==> src/rtl/hls_ctrl_pkg.sv <==
// Shared definitions for the HLS ap_ctrl_hs initiator: FSM state encoding and
// response status codes (also used by the key-loader and the testbench).
package hls_ctrl_pkg;

  typedef enum logic [2:0] {
    S_IDLE    = 3'd0,
    S_START   = 3'd1,
    S_WAIT    = 3'd2,
    S_RECOVER = 3'd3,
    S_RESP    = 3'd4
  } state_t;

  localparam logic [1:0] ST_OK      = 2'b00;
  localparam logic [1:0] ST_TIMEOUT = 2'b01;
  localparam logic [1:0] ST_NO_VLD  = 2'b10;

endpackage

==> src/rtl/hls_ctrl_watchdog.sv <==
// Loadable down-counter that stops at zero. One instance serves both the job
// timeout window and the core reset hold time.
module hls_ctrl_watchdog #(
  parameter int W = 11
) (
  input  logic         clk,
  input  logic         rst,
  input  logic         load,
  input  logic [W-1:0] load_val,
  input  logic         dec,
  output logic         expired
);

  logic [W-1:0] count;

  // A load takes priority over the decrement issued in the same cycle.
  always_ff @(posedge clk) begin
    if (rst) begin
      count <= '0;
    end else if (load) begin
      count <= load_val;
    end else if (dec && (count != '0)) begin
      count <= count - 1'b1;
    end
  end

  assign expired = (count == '0);

endmodule

==> src/rtl/hls_ctrl_initiator.sv <==
// Initiator for the ap_ctrl_hs handshake: launches one job on a locked HLS core,
// collects its result and recovers a hung core by timeout and reset.
module hls_ctrl_initiator
  import hls_ctrl_pkg::*;
#(
  parameter int ARG_W       = 128,
  parameter int RES_W       = 32,
  parameter int TIMEOUT_CYC = 1024,
  parameter int RST_CYC     = 4,
  parameter int CNT_W       = 16
) (
  input  logic             ap_clk,
  input  logic             ap_rst,
  input  logic             req_valid,
  output logic             req_ready,
  input  logic [ARG_W-1:0] req_args,
  output logic             core_start,
  output logic [ARG_W-1:0] core_args,
  input  logic             core_ready,
  input  logic             core_done,
  input  logic             core_idle,
  input  logic [RES_W-1:0] core_res,
  input  logic             core_res_vld,
  output logic             core_rst,
  output logic             rsp_valid,
  input  logic             rsp_ready,
  output logic [RES_W-1:0] rsp_data,
  output logic [1:0]       rsp_status,
  output logic [CNT_W-1:0] cnt_ok,
  output logic [CNT_W-1:0] cnt_fail
);

  localparam int WD_MAX = (TIMEOUT_CYC > RST_CYC) ? TIMEOUT_CYC : RST_CYC;
  localparam int WD_W   = $clog2(WD_MAX) + 1;

  state_t            state, state_next;
  logic [RES_W-1:0]  res_reg;
  logic              vld_flag;
  logic              accept;
  logic              done_hit;
  logic              timeout_hit;
  logic              rsp_take;
  logic              wd_load;
  logic [WD_W-1:0]   wd_load_val;
  logic              wd_dec;
  logic              wd_expired;

  hls_ctrl_watchdog #(.W(WD_W)) u_watchdog (
    .clk      (ap_clk),
    .rst      (ap_rst),
    .load     (wd_load),
    .load_val (wd_load_val),
    .dec      (wd_dec),
    .expired  (wd_expired)
  );

  always_ff @(posedge ap_clk) begin
    if (ap_rst) begin
      state <= S_IDLE;
    end else begin
      state <= state_next;
    end
  end

  // Completion by core_done is tested before watchdog expiry so a done that
  // lands on the last allowed cycle still counts as a normal finish.
  always_comb begin
    state_next  = state;
    req_ready   = 1'b0;
    core_start  = 1'b0;
    core_rst    = 1'b0;
    rsp_valid   = 1'b0;
    accept      = 1'b0;
    done_hit    = 1'b0;
    timeout_hit = 1'b0;
    rsp_take    = 1'b0;
    wd_load     = 1'b0;
    wd_load_val = '0;
    wd_dec      = 1'b0;
    case (state)
      S_IDLE: begin
        req_ready = core_idle;
        if (req_valid && core_idle) begin
          accept      = 1'b1;
          wd_load     = 1'b1;
          wd_load_val = WD_W'(TIMEOUT_CYC - 1);
          state_next  = S_START;
        end
      end
      S_START: begin
        core_start = 1'b1;
        wd_dec     = 1'b1;
        if (core_ready && core_done) begin
          done_hit   = 1'b1;
          state_next = S_RESP;
        end else if (wd_expired) begin
          timeout_hit = 1'b1;
          wd_load     = 1'b1;
          wd_load_val = WD_W'(RST_CYC - 1);
          state_next  = S_RECOVER;
        end else if (core_ready) begin
          state_next = S_WAIT;
        end
      end
      S_WAIT: begin
        wd_dec = 1'b1;
        if (core_done) begin
          done_hit   = 1'b1;
          state_next = S_RESP;
        end else if (wd_expired) begin
          timeout_hit = 1'b1;
          wd_load     = 1'b1;
          wd_load_val = WD_W'(RST_CYC - 1);
          state_next  = S_RECOVER;
        end
      end
      S_RECOVER: begin
        core_rst = 1'b1;
        wd_dec   = 1'b1;
        if (wd_expired) begin
          state_next = S_RESP;
        end
      end
      S_RESP: begin
        rsp_valid = 1'b1;
        if (rsp_ready) begin
          rsp_take   = 1'b1;
          state_next = S_IDLE;
        end
      end
      default: state_next = S_IDLE;
    endcase
  end

  // A result strobe coincident with core_done is folded straight into the response.
  always_ff @(posedge ap_clk) begin
    if (ap_rst) begin
      core_args  <= '0;
      res_reg    <= '0;
      vld_flag   <= 1'b0;
      rsp_data   <= '0;
      rsp_status <= ST_OK;
      cnt_ok     <= '0;
      cnt_fail   <= '0;
    end else begin
      if (accept) begin
        core_args <= req_args;
        res_reg   <= '0;
        vld_flag  <= 1'b0;
      end
      if (((state == S_START) || (state == S_WAIT)) && core_res_vld) begin
        res_reg  <= core_res;
        vld_flag <= 1'b1;
      end
      if (done_hit) begin
        if (core_res_vld) begin
          rsp_status <= ST_OK;
          rsp_data   <= core_res;
        end else if (vld_flag) begin
          rsp_status <= ST_OK;
          rsp_data   <= res_reg;
        end else begin
          rsp_status <= ST_NO_VLD;
          rsp_data   <= '0;
        end
      end
      if (timeout_hit) begin
        rsp_status <= ST_TIMEOUT;
        rsp_data   <= '0;
      end
      if (rsp_take) begin
        if (rsp_status == ST_OK) begin
          if (cnt_ok != '1) cnt_ok <= cnt_ok + 1'b1;
        end else begin
          if (cnt_fail != '1) cnt_fail <= cnt_fail + 1'b1;
        end
      end
    end
  end

endmodule

==> config.mk <==
export PLATFORM = sky130hd
export DESIGN_NAME = hls_ctrl_initiator
export DESIGN_NICKNAME = d
export VERILOG_FILES = /design/src/rtl/hls_ctrl_pkg.sv /design/src/rtl/hls_ctrl_watchdog.sv /design/src/rtl/hls_ctrl_initiator.sv
export SDC_FILE = /design/constraint.sdc
export NUM_CORES = 1
export LEC_CHECK = 0
export BUFFER_PORTS_ARGS = -buffer_cell sky130_fd_sc_hd__buf_2
export CAP_MARGIN = 20
export CORE_MARGIN = 10
export CORE_UTILIZATION = 40
export CTS_CLUSTER_SIZE = 25
export DETAILED_ROUTE_END_ITERATION = 6
export PLACE_DENSITY_LB_ADDON = 0.08
export SLEW_MARGIN = 30
export SYNTH_ARGS = -nofsm -noshare
export SYNTH_HDL_FRONTEND = slang
export SYNTH_HIERARCHICAL = 1
export SYNTH_SLANG_ARGS = --single-unit
==> constraint.sdc <==
create_clock -name ap_clk -period 3.2 [get_ports ap_clk]
set_input_delay 0.48 -clock ap_clk [delete_from_list [all_inputs] [get_ports ap_clk]]
set_output_delay 0.48 -clock ap_clk [all_outputs]
set_load 0.01 [all_outputs]
Word level (Yosys, flattened, before mapping)
Index checks and enable logic that the tools add are counted.
Cells by class
  add/sub/neg operators: 3
  equality and inequality tests: 11
  multiplexer cells: 43
  bitwise gates (word level): 1
  reduce and logical (&&, ||, !) cells: 17
Operators with widths (count)
  2-to-1 mux 32 bit: 4
  adder 16 x 1 -> 16 bit, second input constant: 2
  != test 16 bit, second input constant: 2
  one-hot mux 10 bit (3 select lines): 1
  2-to-1 mux 3 bit: 8
  2-to-1 mux 11 bit: 2
  2-to-1 mux 1 bit: 18
  one-hot mux 3 bit (5 select lines): 1
  zero test 11 bit: 1
  nonzero test 11 bit: 1
  subtractor 11 x 1 -> 11 bit, second input constant: 1
  2-to-1 mux 10 bit: 1
  2-to-1 mux 2 bit: 5
  == test 3 x 2 -> 1 bit, second input constant: 2
  AND reduction 3 bit: 2
  nonzero test 2 bit: 3
  AND reduction 5 bit: 1
  logical AND 1 bit: 4
  != test 2 bit, second input constant: 2
  != test 4 x 3 -> 1 bit, second input constant: 1
  one-hot mux 1 bit (2 select lines): 2
  == test 3 x 1 -> 1 bit, second input constant: 1
  == test 3 bit, second input constant: 1
  zero test 3 bit: 1
  other kinds (8): 8
Word-level totals
  flip-flop bits (word level): 241
  input port bits: 168
  output and inout bits: 198
  word-level logic and storage cells: 85

Logic depth before layout (Yosys ltp)
  depth after elaboration: 6
  depth in mapped cells: 11
  depth with buffers taken out: 10

Modules after synthesis
The synthesis kept the hierarchy.
Modules (own cells, without submodules)
  hls_ctrl_initiator: times used 1, cells an instance 1137, area an instance 9052.4 sq um, sequential area each 4604.4 sq um
  hls_ctrl_watchdog: times used 1, cells an instance 77, area an instance 674.4 sq um, sequential area each 220.2 sq um

Least setup slack after synthesis
No wires, ideal clock.
  kind: reg2reg
  start: register u_watchdog.count[0]
  end: register u_watchdog.count[2]
  library setup time: 0.116 ns
  arrival: 2.510 ns
  required time: 3.084 ns
  slack: 0.574 ns
  stages on the path, launching flop included: 11
  buffers on the path: 1
  clock period less this slack: 2.626 ns
  cells stage by stage: dfxtp_1 inv_1 ha_1 nor3b_1 and3_1 inv_1 or3_1 nand2_1 inv_1 clkbuf_1 o211a_1
Between the ends
  cells in the longest elaborated chain, start to end: 5
  elaborated cells between the ends (all ways): 11
  those cells by class: add/sub (1); mux (6); reduce/logical (4)
Ends and longest elaborated chain
  from (decl): RTL line hls_ctrl_watchdog.sv:14  | logic [W-1:0] count;
  from (signal assigned): RTL line hls_ctrl_watchdog.sv:21  | count <= load_val;
  from (signal assigned): RTL line hls_ctrl_watchdog.sv:23  | count <= count - 1'b1;
  zero test 11 bit (*): RTL line hls_ctrl_watchdog.sv:27  | assign expired = (count == '0);
  via wd_expired: RTL line hls_ctrl_initiator.sv:46  | logic wd_expired;
  2-to-1 mux 1 bit (*): RTL line hls_ctrl_initiator.sv:96, hls_ctrl_initiator.sv:110
  2-to-1 mux 1 bit (on tied branches): RTL line hls_ctrl_initiator.sv:107, hls_ctrl_initiator.sv:93
  one-hot mux 1 bit (3 select lines) (*): RTL line hls_ctrl_initiator.sv:80  | case (state)
  via wd_load: RTL line hls_ctrl_initiator.sv:43  | logic wd_load;
  2-to-1 mux 11 bit or nonzero test 2 bit (tied branches)
Mark *: on every way through the listed nets, which the timed path passes. The rest lies on a longest branch. The select of a mux whose other input is x is not followed.
A chain may end at the register's enable or synchronous reset.

Worst setup path in the final report
  start: register u_watchdog.count[0]
  end: register u_watchdog.count[6]
Same word-level chain as after synthesis.

==> metrics.txt <==
run status=finished, final reports clean; crit path DAT=3.07 ns; final setup fails=0; Worst Skew=0.01431 ns; crit-path cells=inv_1 > ha_1 > nor3b_1 > and3_1 > inv_1 > or3_1 > nand2_1 > inv_1 > o221a_1; # fillers=2,371; power share of the sequential group=43.3%; Antenna Nets Post-Route=0; Final Wtd Congestion=0.8497; final WL=33,700 um; GR Util met2=33.24%; wire per inst=17.85 um; unrepaired setup endpoints after global routing=no; crit start category=register; DRC Markers=0; Pint=5568 uW; Top cell by count, worst path=inv_1; Hold Buf Count CTS=0; met1 Use GR=25.45%; setup TNS=0 ns; Worst-Skew Late Latency=0.54 ns; initial antenna violation count=6; storage element area=0.004825 mm^2; CTS clk-pin slew, worst paths=0.06 ns; number of buffers added on ports=365; combinational share of power=16.2%; Worst-Margin Slew=0.9908 ns; first-pass GRT wire length=51,170 um; CTS Buf Count=28; Sw Share=27.72%; Yosys cell types=68; CTS tree=built; Post-CTS Resized=0; fmax=379.4 MHz; CP Buf/Inv Count=3; slowest CP cell=or3_1; yosys warns=6; sw power=2135 uW; grt total ovfl=0; critical path's largest stage delay=0.39 ns; placed cell area=0.01180 mm^2; worst-path fanout max=17; EDFF count, synth=0; Design Area, Final=0.01273 mm^2; Bufs on Longest Clock Path=3; Slew headroom=33.94%; fin crit period=2.636 ns; Crit path max-delay family=simple AND/OR/NAND/NOR gates; full die area=0.03095 mm^2; CTS H-Tree Depth=1; footprint of the multi-input gates=0.004514 mm^2; ys async rst share=0%; WP data required=3.63 ns; Detailed Routing Iterations Pass 1=5; DR vias=9,652; die width=175.9 um; Final Hold Fails=0; GRT Util Overall=20.15%; Area Growth Syn to Fin=30.91%; Power Density=605.0 mW/mm^2; vias per inst=5.112; VDD IR max=402.0 uV; half-perimeter wire length after placement=23,970 um; Final nets=1,707; # clock sinks=241; sequential share of the synthesized area=49.60%; fin util=52.82%; grt peak-use layer=met2; crit end category=register; clock power share=40.6%; starting density of the core=40.35%; Cell Area, Synth=0.009727 mm^2; Post-CTS Setup Inserts=0; CTS Root Buffer Type=clkbuf_16; Syn Area/Cell=8.012 um^2; synthesized instance count=1,214; Ports=366; Starting DRT DRC Count=703; Main synth FF type=dfxtp_1; max reg flops=128; critical path class=reg2reg; row cnt=57; Final Max Slew Viols=0; Die Height=175.9 um; post-synthesis register bit count=241; fin crit share=82.37%; post-synth net total=1,385; Core Region=0.02411 mm^2; max-cap violations=0; vias in the first global route=8,811; met3 global-route usage=5.959%; worst min path class=in2reg; largest net degree at the start of global routing=169; share of layout cells above drive strength 1=28.77%; P_leak=0.005349 uW
[Yosys cell counts, drive strengths merged, types with 5 or more instances]
library cell,n,area [um^2]
nand2,316,1186
dfxtp,241,4825
a21oi,187,935.9
nor2,118,442.9
clkbuf,60,225.2
a211oi,41,312.8
a22oi,32,240.2
buf,27,142.6
inv,16,60.05
o31ai,15,112.6
nand3,12,60.06
nand4,11,75.07
nor3,10,55.05
or4,10,78.82
o21ai,9,45.04
nor2b,8,50.05
nor4,8,56.30
o41ai,7,68.82
or3,7,43.79
mux2,6,67.56
mux2i,5,50.05
nand2b,5,31.28
[layout by cell type, fill, tap and decap left out, types with 14 or more instances in the layout]
master     Yosys  layout
buf_2         21     364
dfxtp_1      241     241
inv_1         15      15
nor2_1       118     118
clkbuf_16      0      29
a21oi_1      187     186
a211oi_1      40      40
o31ai_1       15      14
nand2_1      316     315
a22oi_1       32      32
[worst min-delay path: stages]
cell,delay (ns)
buf_2,0.10
nand2_1,0.04
a21oi_1,0.05
[per-layer routing]
metal  up-vias  part of all wire [%]
li1       4856                     -
met1      4481                    43
met2       278                    48
met3        35                   7.9
met4         2                   1.5
met5         -                 0.039
[power by group through the flow]
| stage | clock [uW] | sequential, uW | combinational [uW] |
|---|---|---|---|
| floorplan | 0 | 3440 | 723 |
| global placement | 0 | 3390 | 1250 |
| detailed placement | 0 | 3400 | 1250 |
| CTS | 3200 | 3330 | 1260 |
| global route | 3350 | 3360 | 1380 |
| finish | 3120 | 3330 | 1250 |
[path summary, 6_finish.rpt]
check | to | slack, ns | cells after the start | from
worst max-delay path | u_watchdog/count[6] | 0.56 | 9 | u_watchdog/count[0]
worst min-delay path | core_args[70] | 0.18 | 3 | req_args[70]
worst max register to register | u_watchdog/count[6] | 0.56 | 9 | u_watchdog/count[0]
worst min register to register | core_args[90] | 0.45 | 2 | core_args[90]
[kinds of logic (layout without fill, tap and decap cells)]
kind of cell             after synthesis  in the layout  synth area share, %
flip-flops                           241            241                49.60
XOR/XNOR                               5              5               0.4502
adder cells (fa/ha/maj)                3              3               0.3859
multiplexers                          11             11                1.209
AO/OA/AOI/OAI                        322            322                20.54
AND/OR/NAND/NOR                      528            528                23.37
other                                  1              8              0.03855
buffers and inverters                103            446                4.399
[metrics by stage]
step | setup WS [ns] | hold WS [ns] | cells | power [uW]
5_1_grt | 0.2562 | 0.1635 | 1884 | 8088
6_report | 0.5642 | 0.1779 | 1888 | 7703
3_3_place_gp | 0.6498 | 0.4386 | 1830 | 4641
2_1_floorplan | 0.5737 | 0.4653 | 1214 | 4158
3_5_place_dp | 0.5922 | 0.4431 | 1830 | 4648
4_1_cts | 0.5769 | 0.1560 | 1881 | 7791
[cell type report]
type	count	share of cell area, %
timing repair buffer	379	15.61
tap	324	3.184
clock inverter	5	0.2457
sequential	241	37.89
multi-input combinational	870	35.45
antenna	7	0.1376
inverter	16	0.4913
clock buffer	46	6.986
Power figures use the tool's default switching activity.
